## src/rtl/snn_pkg.sv

```systemverilog
// Shared encodings and schedule constants for the SNN feature-datapath sequencer.
package snn_pkg;

   // Frame phases of the sequencer
   typedef enum logic [1:0] {
      ST_IDLE  = 2'd0,
      ST_RUN1  = 2'd1,
      ST_RUN2  = 2'd2,
      ST_DRAIN = 2'd3
   } state_t;

   // Multiplier array owner
   localparam logic [1:0] MS_IDLE = 2'd0;
   localparam logic [1:0] MS_CONV = 2'd1;
   localparam logic [1:0] MS_FC   = 2'd2;

   // Clock-gate group positions in gate_en
   localparam int unsigned GG_IMG  = 0;
   localparam int unsigned GG_KER  = 1;
   localparam int unsigned GG_WGT  = 2;
   localparam int unsigned GG_Q44  = 3;
   localparam int unsigned GG_POOL = 4;
   localparam int unsigned GG_FC   = 5;
   localparam int unsigned GG_Q41  = 6;
   localparam int unsigned N_GATE  = 7;

   // Window boundaries, relative to the start of an image
   localparam logic [6:0] KER_LAST  = 7'd8;
   localparam logic [6:0] WGT_LAST  = 7'd3;
   localparam logic [6:0] W_CONV_LO = 7'd21;
   localparam logic [6:0] W_Q44_LO  = 7'd22;
   localparam logic [6:0] W_POOL0   = 7'd28;
   localparam logic [6:0] W_POOL1   = 7'd30;
   localparam logic [6:0] W_CONV_HI = 7'd36;
   localparam logic [6:0] W_POOL2   = 7'd36;
   localparam logic [6:0] W_Q44_HI  = 7'd37;
   localparam logic [6:0] W_FC0     = 7'd37;
   localparam logic [6:0] W_Q41_LO  = 7'd38;
   localparam logic [6:0] W_POOL3   = 7'd38;
   localparam logic [6:0] W_FC1     = 7'd39;
   localparam logic [6:0] W_Q41_HI  = 7'd41;
   localparam logic [6:0] W_DRAIN   = 7'd72;
   localparam logic [6:0] W_LAST    = 7'd78;
   localparam logic [6:0] IMG_OFS   = 7'd36;

   // Everything one frame cycle drives into the datapath
   typedef struct packed {
      logic       img_we;
      logic [5:0] img_idx;
      logic       ker_we;
      logic [3:0] ker_idx;
      logic       wgt_we;
      logic [1:0] wgt_idx;
      logic [1:0] mul_src;
      logic [3:0] win_idx;
      logic       div_src;
      logic [1:0] div_sel;
      logic       q44_we;
      logic [3:0] q44_idx;
      logic       pool_we;
      logic [1:0] pool_idx;
      logic       fc_we;
      logic       fc_pair;
      logic       q41_we;
      logic       q41_bank;
      logic [1:0] q41_idx;
      logic       l1_strobe;
   } dec_t;

endpackage

```

## src/rtl/snn_win_dec.sv

```systemverilog
// Pure combinational decode of a frame position (offset within a 36-cycle
// phase, plus phase number) into every datapath enable and index.
module snn_win_dec
   import snn_pkg::*;
(
   input  logic [5:0] offset,
   input  logic [1:0] phase,
   output dec_t       dec
);

   logic [6:0] full;
   logic [6:0] rel;
   logic       bank;

   // Rebuild the absolute frame cycle, pick the image it belongs to, then decode windows
   always_comb begin
      // NOTE: every output gets a default first so no path can infer a latch.
      dec  = '0;
      full = 7'(phase) * IMG_OFS + 7'(offset);

      // Image-1 windows end at 41 and image-2 windows start at 57, so 41 splits them cleanly
      if (full > W_Q41_HI) begin
         rel  = full - IMG_OFS;
         bank = 1'b1;
      end else begin
         rel  = full;
         bank = 1'b0;
      end

      // Pixels stream for both images; kernel and weights load once per frame
      if (full < W_DRAIN) begin
         dec.img_we  = 1'b1;
         dec.img_idx = offset;
      end
      if (full <= KER_LAST) begin
         dec.ker_we  = 1'b1;
         dec.ker_idx = full[3:0];
      end
      if (full <= WGT_LAST) begin
         dec.wgt_we  = 1'b1;
         dec.wgt_idx = full[1:0];
      end

      if (rel >= W_CONV_LO && rel <= W_CONV_HI) begin
         dec.mul_src = MS_CONV;
         dec.win_idx = 4'(rel - W_CONV_LO);
      end

      // Conv quantise trails the conv window by one cycle; div_src stays 0
      if (rel >= W_Q44_LO && rel <= W_Q44_HI) begin
         dec.q44_we  = 1'b1;
         dec.q44_idx = 4'(rel - W_Q44_LO);
      end

      if (rel == W_POOL0) begin
         dec.pool_we  = 1'b1;
         dec.pool_idx = 2'd0;
      end else if (rel == W_POOL1) begin
         dec.pool_we  = 1'b1;
         dec.pool_idx = 2'd1;
      end else if (rel == W_POOL2) begin
         dec.pool_we  = 1'b1;
         dec.pool_idx = 2'd2;
      end else if (rel == W_POOL3) begin
         dec.pool_we  = 1'b1;
         dec.pool_idx = 2'd3;
      end

      // FC shares the multiplier; 37 also carries the last q44 write on the divider
      if (rel == W_FC0) begin
         dec.fc_we   = 1'b1;
         dec.mul_src = MS_FC;
         dec.fc_pair = 1'b0;
      end else if (rel == W_FC1) begin
         dec.fc_we   = 1'b1;
         dec.mul_src = MS_FC;
         dec.fc_pair = 1'b1;
      end

      if (rel >= W_Q41_LO && rel <= W_Q41_HI) begin
         dec.q41_we   = 1'b1;
         dec.q41_bank = bank;
         dec.q41_idx  = 2'(rel - W_Q41_LO);
         dec.div_src  = 1'b1;
         dec.div_sel  = 2'(rel - W_Q41_LO);
      end

      dec.l1_strobe = (full == W_LAST);
   end

endmodule

```

## src/rtl/snn_sched_ctrl.sv

```systemverilog
// Frame sequencer for the two-image SNN datapath: owns the frame FSM,
// cycle counter and protocol abort, and drives all datapath controls.
module snn_sched_ctrl
   import snn_pkg::*;
#(
   parameter bit          ERR_EN     = 1'b1,
   parameter int unsigned FRAME_LAST = 78
) (
   input  logic       clk,
   input  logic       rst_n,
   input  logic       in_valid,
   input  logic       cg_en,
   output logic       busy,
   output logic [6:0] fcnt,
   output logic       img_we,
   output logic [5:0] img_idx,
   output logic       ker_we,
   output logic [3:0] ker_idx,
   output logic       wgt_we,
   output logic [1:0] wgt_idx,
   output logic [1:0] mul_src,
   output logic [3:0] win_idx,
   output logic       div_src,
   output logic [1:0] div_sel,
   output logic       q44_we,
   output logic [3:0] q44_idx,
   output logic       pool_we,
   output logic [1:0] pool_idx,
   output logic       fc_we,
   output logic       fc_pair,
   output logic       q41_we,
   output logic       q41_bank,
   output logic [1:0] q41_idx,
   output logic       l1_strobe,
   output logic [6:0] gate_en,
   output logic       err
);

   localparam logic [6:0] LAST = 7'(FRAME_LAST);

   state_t     state_q, state_nx;
   logic [6:0] fcnt_q, fcnt_nx;
   logic       err_q;
   logic       abort;
   logic       active;
   logic [5:0] offset;
   logic [1:0] phase;
   dec_t       dec_raw, dec;
   logic [N_GATE-1:0] we_vec;

   // Dropping in_valid while an image is still streaming kills the frame
   assign abort  = ERR_EN && (state_q == ST_RUN1 || state_q == ST_RUN2) && !in_valid;
   // In IDLE the frame starts this very cycle when in_valid rises
   assign active = (state_q == ST_IDLE) ? in_valid : !abort;

   // Split the counter into the phase-relative position the decoder consumes
   always_comb begin
      offset = '0;
      phase  = 2'd0;
      case (state_q)
         ST_RUN1:  begin offset = fcnt_q[5:0];             phase = 2'd0; end
         ST_RUN2:  begin offset = 6'(fcnt_q - IMG_OFS);    phase = 2'd1; end
         ST_DRAIN: begin offset = 6'(fcnt_q - W_DRAIN);    phase = 2'd2; end
         default:  begin offset = '0;                      phase = 2'd0; end
      endcase
   end

   snn_win_dec u_win_dec (
      .offset (offset),
      .phase  (phase),
      .dec    (dec_raw)
   );

   assign dec = active ? dec_raw : '0;

   // Frame FSM and counter next-state
   always_comb begin
      state_nx = state_q;
      fcnt_nx  = fcnt_q;
      case (state_q)
         ST_IDLE: begin
            if (in_valid) begin
               state_nx = ST_RUN1;
               fcnt_nx  = 7'd1;
            end
         end
         ST_RUN1: begin
            if (abort) begin
               state_nx = ST_IDLE;
               fcnt_nx  = '0;
            end else begin
               fcnt_nx = fcnt_q + 7'd1;
               if (fcnt_q == IMG_OFS - 7'd1) state_nx = ST_RUN2;
            end
         end
         ST_RUN2: begin
            if (abort) begin
               state_nx = ST_IDLE;
               fcnt_nx  = '0;
            end else begin
               fcnt_nx = fcnt_q + 7'd1;
               if (fcnt_q == W_DRAIN - 7'd1) state_nx = ST_DRAIN;
            end
         end
         ST_DRAIN: begin
            if (fcnt_q == LAST) begin
               state_nx = ST_IDLE;
               fcnt_nx  = '0;
            end else begin
               fcnt_nx = fcnt_q + 7'd1;
            end
         end
         default: begin
            state_nx = ST_IDLE;
            fcnt_nx  = '0;
         end
      endcase
   end

   // State, counter and abort pulse registers with synchronous reset
   always_ff @(posedge clk) begin
      if (!rst_n) begin
         state_q <= ST_IDLE;
         fcnt_q  <= '0;
         err_q   <= 1'b0;
      end else begin
         // NOTE: non-blocking so every register samples the pre-edge values.
         state_q <= state_nx;
         fcnt_q  <= fcnt_nx;
         err_q   <= abort;
      end
   end

   // Group write-enables feed the clock gates in the same cycle as the write
   always_comb begin
      we_vec          = '0;
      we_vec[GG_IMG]  = dec.img_we;
      we_vec[GG_KER]  = dec.ker_we;
      we_vec[GG_WGT]  = dec.wgt_we;
      we_vec[GG_Q44]  = dec.q44_we;
      we_vec[GG_POOL] = dec.pool_we;
      we_vec[GG_FC]   = dec.fc_we;
      we_vec[GG_Q41]  = dec.q41_we;
   end

   assign gate_en   = cg_en ? we_vec : {N_GATE{1'b1}};
   assign busy      = (state_q != ST_IDLE) || in_valid;
   assign fcnt      = fcnt_q;
   assign err       = err_q;
   assign img_we    = dec.img_we;
   assign img_idx   = dec.img_idx;
   assign ker_we    = dec.ker_we;
   assign ker_idx   = dec.ker_idx;
   assign wgt_we    = dec.wgt_we;
   assign wgt_idx   = dec.wgt_idx;
   assign mul_src   = dec.mul_src;
   assign win_idx   = dec.win_idx;
   assign div_src   = dec.div_src;
   assign div_sel   = dec.div_sel;
   assign q44_we    = dec.q44_we;
   assign q44_idx   = dec.q44_idx;
   assign pool_we   = dec.pool_we;
   assign pool_idx  = dec.pool_idx;
   assign fc_we     = dec.fc_we;
   assign fc_pair   = dec.fc_pair;
   assign q41_we    = dec.q41_we;
   assign q41_bank  = dec.q41_bank;
   assign q41_idx   = dec.q41_idx;
   assign l1_strobe = dec.l1_strobe;

endmodule

```

## config.mk

```make
export PLATFORM = sky130hd
export DESIGN_NAME = snn_sched_ctrl
export DESIGN_NICKNAME = d
export VERILOG_FILES = /design/src/rtl/snn_pkg.sv /design/src/rtl/snn_win_dec.sv /design/src/rtl/snn_sched_ctrl.sv
export SDC_FILE = /design/constraint.sdc
export NUM_CORES = 1
export LEC_CHECK = 0
export CAP_MARGIN = 20
export CORE_MARGIN = 5
export CORE_UTILIZATION = 53
export CTS_CLUSTER_DIAMETER = 30
export DETAILED_ROUTE_END_ITERATION = 7
export GPL_ROUTABILITY_DRIVEN = 0
export PLACE_DENSITY = 0.94
export SKIP_CTS_REPAIR_TIMING = 1
export SLEW_MARGIN = 20
export SYNTH_ARGS = -nofsm -noshare
export SYNTH_HDL_FRONTEND = slang
export SYNTH_SLANG_ARGS = --single-unit
```

## constraint.sdc

```tcl
create_clock -name clk -period 8.9 [get_ports clk]
set_input_delay 1.78 -clock clk [delete_from_list [all_inputs] [get_ports clk]]
set_output_delay 1.78 -clock clk [all_outputs]
set_load 0.05 [all_outputs]
```

# Yosys cells after proc, flatten, opt, wreduce, memory -nomap -nowiden
# Cells that the tools add are included.
# totals
ff_bits,10
# classes
add_sub_neg,8
n_mul,1
n_lt_le_gt_ge,10
eq_ne,17
n_mux,33
reduce_logical,12
# ops
operator,n
2-to-1 mux 7 bit,6
2-to-1 mux 39 bit,1
"== test 7 x 6 -> 1 bit, second input constant",5
"== test 7 bit, second input constant",3
"less-or-equal comparator 7 x 6 -> 1 bit, second input constant",3
case mux 7 bit (3 select lines),1
2-to-1 mux 2 bit,10
2-to-1 mux 3 bit,6
case mux 6 bit (3 select lines),1
2-to-1 mux 5 bit,3
"== test 7 x 5 -> 1 bit, second input constant",2
">= comparator 7 x 5 -> 1 bit, second input constant",2
case mux 2 bit (4 select lines),1
"subtractor 4 x 3 -> 4 bit, second input constant",2
"adder 7 x 1 -> 7 bit, second input constant",1
adder 7 x 6 -> 7 bit,1
">= comparator 7 x 6 -> 1 bit, second input constant",1
"> comparator 7 x 6 -> 1 bit, second input constant",1
"less-or-equal comparator 7 x 2 -> 1 bit, second input constant",1
"less-or-equal comparator 7 x 4 -> 1 bit, second input constant",1
"less-than comparator 7 bit, second input constant",1
"subtractor 7 x 6 -> 7 bit, second input constant",1
"inequality test 3 x 2 -> 1 bit, second input constant",2
"subtractor 6 x 4 -> 6 bit, second input constant",1
other kinds (16),24

# Depth between registers and ports, before layout
# Gate-level depths: netlist of run 1.
# logic_depth
word_depth,13
ltp_mapped,20
depth_no_buf,20

# Cells and area by module
# From an unflattened synthesis of run 1, not the netlist that was laid out.
# unflattened
cells_unflattened,309
hier_area_um2,2306.0
# modules_own_cells
module,instances,cells_each,area_each_um2
snn_sched_ctrl,1,156,1243.7
snn_win_dec,1,153,1062.3

# Worst setup path after synthesis of run 1
# No wires, ideal clock.
# synth_timing
kind,register to output
from,register fcnt_q[3] (netlist: fcnt[3])
to,output port q41_idx[0]
t_arrival_ps,5866
t_required_ps,7120
path_slack_ps,1254
path_stages_with_launch,18
n_path_buf,1
path_cell_list,dfxtp_1 -> inv_1 -> ha_1 -> nor2b_1 -> o21ai_0 -> fa_1 -> inv_1 -> ha_1 -> inv_1 -> o221a_2 -> o32ai_2 -> and3_1 -> nor2_4 -> inv_2 -> ha_1 -> a221oi_4 -> nor4_1 -> buf_4
# synth_via
elab_chain_len,9
word_cells_on_any_way,13
cone_classes,add/sub: 5; order compare: 3; mux: 4; reduce/logical: 1
# synth_lines
element,line,source
start: declaration,snn_sched_ctrl.sv:42,"logic [6:0] fcnt_q, fcnt_nx;"
start signal: assignment,snn_sched_ctrl.sv:129,fcnt_q <= fcnt_nx;
subtractor 6 x 4 -> 6 bit / subtractor 6 bit (equally long branches),"snn_sched_ctrl.sv:63, snn_sched_ctrl.sv:62",
case mux 6 bit (3 select lines) (*),snn_sched_ctrl.sv:60,case (state_q)
adder 7 x 6 -> 7 bit (*),snn_win_dec.sv:19,full = 7'(phase) * IMG_OFS + 7'(offset);
subtractor 7 x 6 -> 7 bit / > comparator 7 x 6 -> 1 bit (equally long branches),"snn_win_dec.sv:23, snn_win_dec.sv:22",
2-to-1 mux 7 bit (*),snn_win_dec.sv:22,if (full > W_Q41_HI) begin
>= comparator 7 x 6 -> 1 bit / less-or-equal comparator 7 x 6 -> 1 bit (equally long branches),snn_win_dec.sv:80,if (rel >= W_Q41_LO && rel <= W_Q41_HI) begin
logical AND 1 bit,snn_win_dec.sv:80,
2-to-1 mux 4 bit (*),snn_win_dec.sv:80,
2-to-1 mux 39 bit (*),snn_sched_ctrl.sv:74,assign dec = active ? dec_raw : '0;
end: declaration,snn_sched_ctrl.sv:33,"output logic [1:0] q41_idx,"
# Mark *: on every way between the ends. The rest lies on a longest branch, timed or not.

# Worst setup path in the final report of run 1
# layout_timing
from,register state_q[0]
to,output port q44_idx[3]
# layout_via
elab_chain_len,10
word_cells_on_any_way,21
cone_classes,add/sub: 3; mul: 1; order compare: 3; eq/ne: 3; mux: 6; reduce/logical: 5
# layout_lines
element,line,source
start: declaration,snn_sched_ctrl.sv:41,"state_t state_q, state_nx;"
start signal: assignment,snn_sched_ctrl.sv:128,state_q <= state_nx;
== test 2 bit (on tied branches),"snn_sched_ctrl.sv:60, snn_sched_ctrl.sv:52",
case mux 2 bit (2 select lines),snn_sched_ctrl.sv:60,
multiplier 2 x 4 -> 5 bit,snn_win_dec.sv:19,
adder 7 x 6 -> 7 bit,snn_win_dec.sv:19,
subtractor 7 x 6 -> 7 bit / > comparator 7 x 6 -> 1 bit (equally long branches),"snn_win_dec.sv:23, snn_win_dec.sv:22",
2-to-1 mux 7 bit,snn_win_dec.sv:22,
>= comparator 7 x 5 -> 1 bit / less-or-equal comparator 7 x 6 -> 1 bit (equally long branches),snn_win_dec.sv:50,if (rel >= W_Q44_LO && rel <= W_Q44_HI) begin
logical AND 1 bit,snn_win_dec.sv:50,
2-to-1 mux 5 bit,snn_win_dec.sv:50,
2-to-1 mux 39 bit (*),snn_sched_ctrl.sv:74,
end: declaration,snn_sched_ctrl.sv:26,"output logic [3:0] q44_idx,"
# Marks and branches as above.

==> impl_metrics.ini, run 1 <==
[status]
status = complete, no violations

[yosys]
syn_avg_cell_area_um2 = 7.35
synth_top_area_frac = 0.177
syn_inst = 278
ys_seq_elements = 10
synthTopCellsByArea = ha_1 (18%), dfxtp_1 (9.8%), a21oi_1 (5.4%)
yosys.area.top_type = ha_1
synth_cell_types = 66
synthArstFlopShare = 0
synthFlopType = dfxtp_1
yosysSeqAreaShare = 0.0979
synth_warnings = 0
synthesis.area_um2 = 2040
syn_nets = 312
synth_edf_count = 0

[worst_setup_path]
cp_slowest_cell = clkdlybuf4s50_1
slowest_delay_ns = 0.83
cpLargestDelayFamily = adder cells
endpoint_kind = output port
cp.required_ns = 7.12
path_cells = inv_1 > ha_1 > a211oi_1 > ha_1 > inv_1 > fa_1 > inv_1 > ha_1 > inv_1 > o221a_2 > o32ai_2 > and3_1 > nor2_4 > ha_1 > inv_1 > nand2_1 > o311ai_1 > a32oi_2 > a211oi_2 > clkdlybuf4s50_1
cp-start-kind = flip-flop
crit_type = reg2out
cp_common_cell = inv_1
r2r_slack_ns = 6.75
critPathMaxFanout = 15
worst-path-buf-inv = 6
arrival_ns = 5.55

[placement]
dpl.hpwl_mm = 4.73
place_inst = 371
place_area_um2 = 2620
port_buffers = 58

[final_layout]
antenna_cells = 0
final_util = 0.724
final_area_um2 = 2670
area_growth_pct = 30.7
fin_nets = 362
drive_above_1_share = 0.0856
fin_cells = 375

[power_and_ir_drop]
leakage_uw = 0.00106
pwr_density_cell_nw_per_um2 = 137
total_power_uw = 366
vdd_drop_max_mv = 0.161

[timing]
period_share = 0.824
final_hold_viol_count = 0
setup_viol = 0
worst_clock_skew_ns = 0.00582
slew_headroom = 0.511
setup_tns_ns = 0
max_freq_mhz = 136
tightest_slew_ns = 0.733
rsz0062_at_grt = false
period_needed_ns = 7.33
final_max_slew_viol_count = 0

[clock_tree]
tritoncts = done
cts_max_path_buffers = 2
ctsRootBufferMaster = clkbuf_8
clk_pin_slew_ns = 0.05
numCtsBuffers = 3
clock_latency_ns = 0.24
cts.sinks = 10
h-tree-depth = 1

[die]
start_util = 0.554
die_x_um = 72.1
core-area_um2 = 3690
dieArea_um2 = 5200
die_h_um = 72.1
rows = 22
pin_count = 59

[global_routing]
track_usage = 0.232
grt_pass1_wl_mm = 10.0
antenna_found_initial = 0
grt_pass1_vias = 2213
overflow = 0
grt_max_degree = 16

[worst_hold_path]
hold_class = reg2reg

[routing]
routed.top_layer = met4
ant_nets = 0
route.met3.wl_um = 466
drc = 0
drt_iter0_markers = 166
routed_wirelength_mm = 6.09
num_vias = 2225
dr.pass1.iters = 4
wl_met1_mm = 2.71
viasPerCell = 5.93
met2_length_mm = 2.83
routedWlPerCell_um = 16.2

[job]
max_cap_viol_count = 0
-- cell families after synthesis --
logic type	after synthesis	share of synthesized area
AO/OA/AOI/OAI	82	0.319
XOR/XNOR	4	0.0171
adder cells (fa/ha/maj)	30	0.187
buffers and inverters	39	0.0832
flip-flops	10	0.0979
AND/OR/NAND/NOR	113	0.295
-- Yosys cell counts (2+ instances only) --
cell type,instances
a211oi_1,3
a211oi_2,2
a21o_1,3
a21oi_1,22
a41o_1,2
and2_1,3
and3_1,3
buf_4,6
clkbuf_1,6
dfxtp_1,10
ha_1,29
inv_1,25
nand2_1,26
nand2b_1,4
nand3_1,4
nand3b_1,2
nand4_1,2
nor2_1,29
nor2b_1,8
nor3_1,11
nor3b_1,3
nor4_1,3
nor4b_2,2
o211ai_1,3
o211ai_2,2
o21a_1,2
o21ai_0,13
o221a_2,2
o22ai_1,2
o311ai_1,2
o31ai_1,6
or2_1,2
xnor2_1,3
-- sequential cells by signal (all words and copies together), names as in the netlist --
| signal | cells |
|---|---|
| fcnt | 7 |
| state_q | 2 |
| err | 1 |
-- where the power goes --
group / internal (µW) / switching (µW) / total (µW)
sequential: 49.8 / 5.51 / 55.3
combinational: 73.4 / 179 / 253
clock: 39.0 / 19.0 / 57.9
total: 162 / 204 / 366
-- placed cells by master (no fill, tap or decap), types with 3 or more instances in the layout --
cell type / synthesis / final
clkbuf_8: 0 / 4
and3_1: 3 / 3
nor3b_1: 3 / 3
xnor2_1: 3 / 3
a21oi_1: 22 / 21
nor3_1: 11 / 11
a211oi_1: 3 / 3
dfxtp_1: 10 / 10
nand2_1: 26 / 26
inv_1: 25 / 25
nor4_1: 3 / 3
o21ai_0: 13 / 13
nand2b_1: 4 / 4
nand3_1: 4 / 4
nor2b_1: 8 / 8
o211ai_1: 3 / 3
and2_1: 3 / 3
o31ai_1: 6 / 6
nor2_1: 29 / 29
clkdlybuf4s50_1: 0 / 58
a21o_1: 3 / 3
ha_1: 29 / 29
-- worst reg2reg max path, cell delays in order (launching register included) --
cell	delay (ns)
dfxtp_1	0.34
inv_1	0.12
ha_1	0.51
inv_1	0.27
nand2_1	0.33
o21ai_0	0.13
a21oi_1	0.24
nor2b_1	0.10
-- through the flow --
step / setup WS [ns] / hold slack [ns]
2_1_floorplan: 1.25 / 0.509
3_3_place_gp: 2.02 / 0.526
3_5_place_dp: 1.88 / 0.536
4_1_cts: 1.63 / 0.545
5_1_grt: 1.19 / 0.568
6_report: 1.57 / 0.549
-- final cells by class --
class | count | area (µm²)
Timing Repair Buffer | 58 | 581
Inverter | 26 | 97.6
Multi-Input combinational cell | 229 | 1680
Clock buffer | 4 | 55.1
Sequential cell | 10 | 200
Tap cell | 48 | 60.1
Fill cell | 274 | 1020
-- per-layer routing --
metal  up-vias  track usage
met3        10       0.0429
met4         0       0.0731
li1       1096            -
met5         -            0
met1      1016        0.309
met2       103        0.377
-- final timing paths --
check,startpoint,to,depth (start not counted)
max reg2reg,state_q[0],fcnt[2],7
max,state_q[0],q44_idx[3],20
min,state_q[0],state_q[0],2
min reg2reg,state_q[0],state_q[0],2
(Power assumes the default switching activity.)
==> run 2: changes to the inputs <==
Settings changed: CORE_UTILIZATION 53 to 44, PLACE_DENSITY 0.94 to 0.84.
Clock period 8.9 ns to 5.95 ns, I/O delays scaled along.
==> run 2 against run 1 <==
Against the previous run: power is 61% higher; via count is 6.0% higher; critical path type unchanged; sequential power is 59% higher; die area is 17% higher.
==> impl_metrics.ini, run 2 (synthesis results as in run 1) <==
[status]
status = complete, no violations

[routing]
ant_nets = 0
num_vias = 2358
viasPerCell = 6.12
routed_wirelength_mm = 6.71
drc = 0
drt_iter0_markers = 170
routedWlPerCell_um = 17.4
dr.pass1.iters = 4

[timing]
final_max_slew_viol_count = 0
slew_headroom = 0.598
tightest_slew_ns = 0.602
setup_tns_ns = 0
max_freq_mhz = 170
setup_viol = 0
period_needed_ns = 5.88
rsz0062_at_grt = true
period_share = 0.989
final_hold_viol_count = 0
worst_clock_skew_ns = 0.00779

[clock_tree]
cts.sinks = 10
h-tree-depth = 1
clock_latency_ns = 0.24
tritoncts = done
clk_pin_slew_ns = 0.05
cts_max_path_buffers = 2
numCtsBuffers = 3
ctsRootBufferMaster = clkbuf_8

[power_and_ir_drop]
p_int_uw = 266
combPwrFrac = 0.703
p_seq_frac = 0.149
vdd_drop_max_mv = 0.300
leakage_uw = 0.00120
pwr_density_cell_nw_per_um2 = 197
p_clk_frac = 0.148
switching_share = 0.548
switching_power_uw = 323

[worst_setup_path]
endpoint_kind = output port
crit_type = reg2out
cp-start-kind = flip-flop
critPathMaxFanout = 9
arrival_ns = 4.69
cp.required_ns = 4.76

[die]
die_h_um = 78.2
start_util = 0.460
die_x_um = 78.2
core-area_um2 = 4440
rows = 24
pin_count = 59
dieArea_um2 = 6110

[global_routing]
grt_pass1_wl_mm = 10.6
track_usage = 0.205
grt_max_degree = 16
grt_pass1_vias = 2215
antenna_found_initial = 0
overflow = 0

[final_layout]
multi_input_area_um2 = 1800
mostFrequentLayoutCells = nor2_1 (29), clkdlybuf4s50_1 (29), nand2_1 (26), ha_1 (26)
antenna_cells = 0
area_growth_pct = 46.3
largest_reg_flops = 7
fin_cells = 385
fin_nets = 368
drive_above_1_share = 0.249
final_util = 0.673
num-fill-cells = 347
seqCellArea_um2 = 204

[placement]
place_inst = 381
dpl.hpwl_mm = 5.20
port_buffers = 58

[job]
max_cap_viol_count = 0

[worst_hold_path]
hold_class = reg2reg
## run 2: layout make-up
| type | count | share of cell area |
|---|---|---|
| inverters | 26 | 0.0326 |
| multi-input cells | 229 | 0.603 |
| clock buffers | 4 | 0.0184 |
| flip-flops and latches | 10 | 0.0682 |
| repair buffers | 64 | 0.256 |
| well taps | 52 | 0.0217 |
## run 2: power by group through the flow
stage	Clock, µW	Combinational (µW)	Sequential (µW)
detailed placement	0	383	83.7
global placement	0	375	83.0
global route	90.5	443	88.4
CTS	87.6	384	82.6
finish	87.0	414	87.8
floorplan	0	265	93.2
## run 2: through the flow
stage	cell area [µm²]	hold slack (ns)	power, µW	worst slack, ns
2_1_floorplan	2110	0.509	358	-0.201
3_3_place_gp	2860	0.534	458	0.392
3_5_place_dp	2860	0.551	466	0.136
4_1_cts	2920	0.554	555	-0.120
5_1_grt	2990	0.618	622	-0.124
6_report	2990	0.590	589	0.0667
## run 2: final timing paths
check / endpoint / depth (start not counted) / slack [ns] / from
min reg2reg: fcnt[3] / 2 / 0.59 / fcnt[3]
max: q44_idx[3] / 19 / 0.07 / state_q[0]
max reg2reg: state_q[0] / 8 / 3.84 / state_q[1]
min: fcnt[3] / 2 / 0.59 / fcnt[3]
## run 2: worst max-delay path, cell delays in order (launching register included)
cell      delay (ns)
dfxtp_2         0.41
inv_2           0.09
ha_1            0.24
buf_4           0.17
nor3_1          0.29
nor2_1          0.15
nand2_1         0.30
ha_1            0.36
inv_1           0.14
o221a_2         0.35
o32ai_4         0.31
and3_4          0.27
nor2_4          0.06
ha_1            0.20
inv_1           0.08
nand2_1         0.12
o311ai_1        0.13
a32oi_2         0.28
a211oi_2        0.33
buf_12          0.18
## run 2: routing by layer
| layer | GRT usage | vias up | wire, µm |
|---|---|---|---|
| met2 | 0.340 | 103 | 3210 |
| met5 | 0 | - | 0 |
| li1 | - | 1112 | - |
| met4 | 0.0350 | 0 | 112 |
| met3 | 0.0286 | 14 | 611 |
| met1 | 0.286 | 1129 | 2780 |
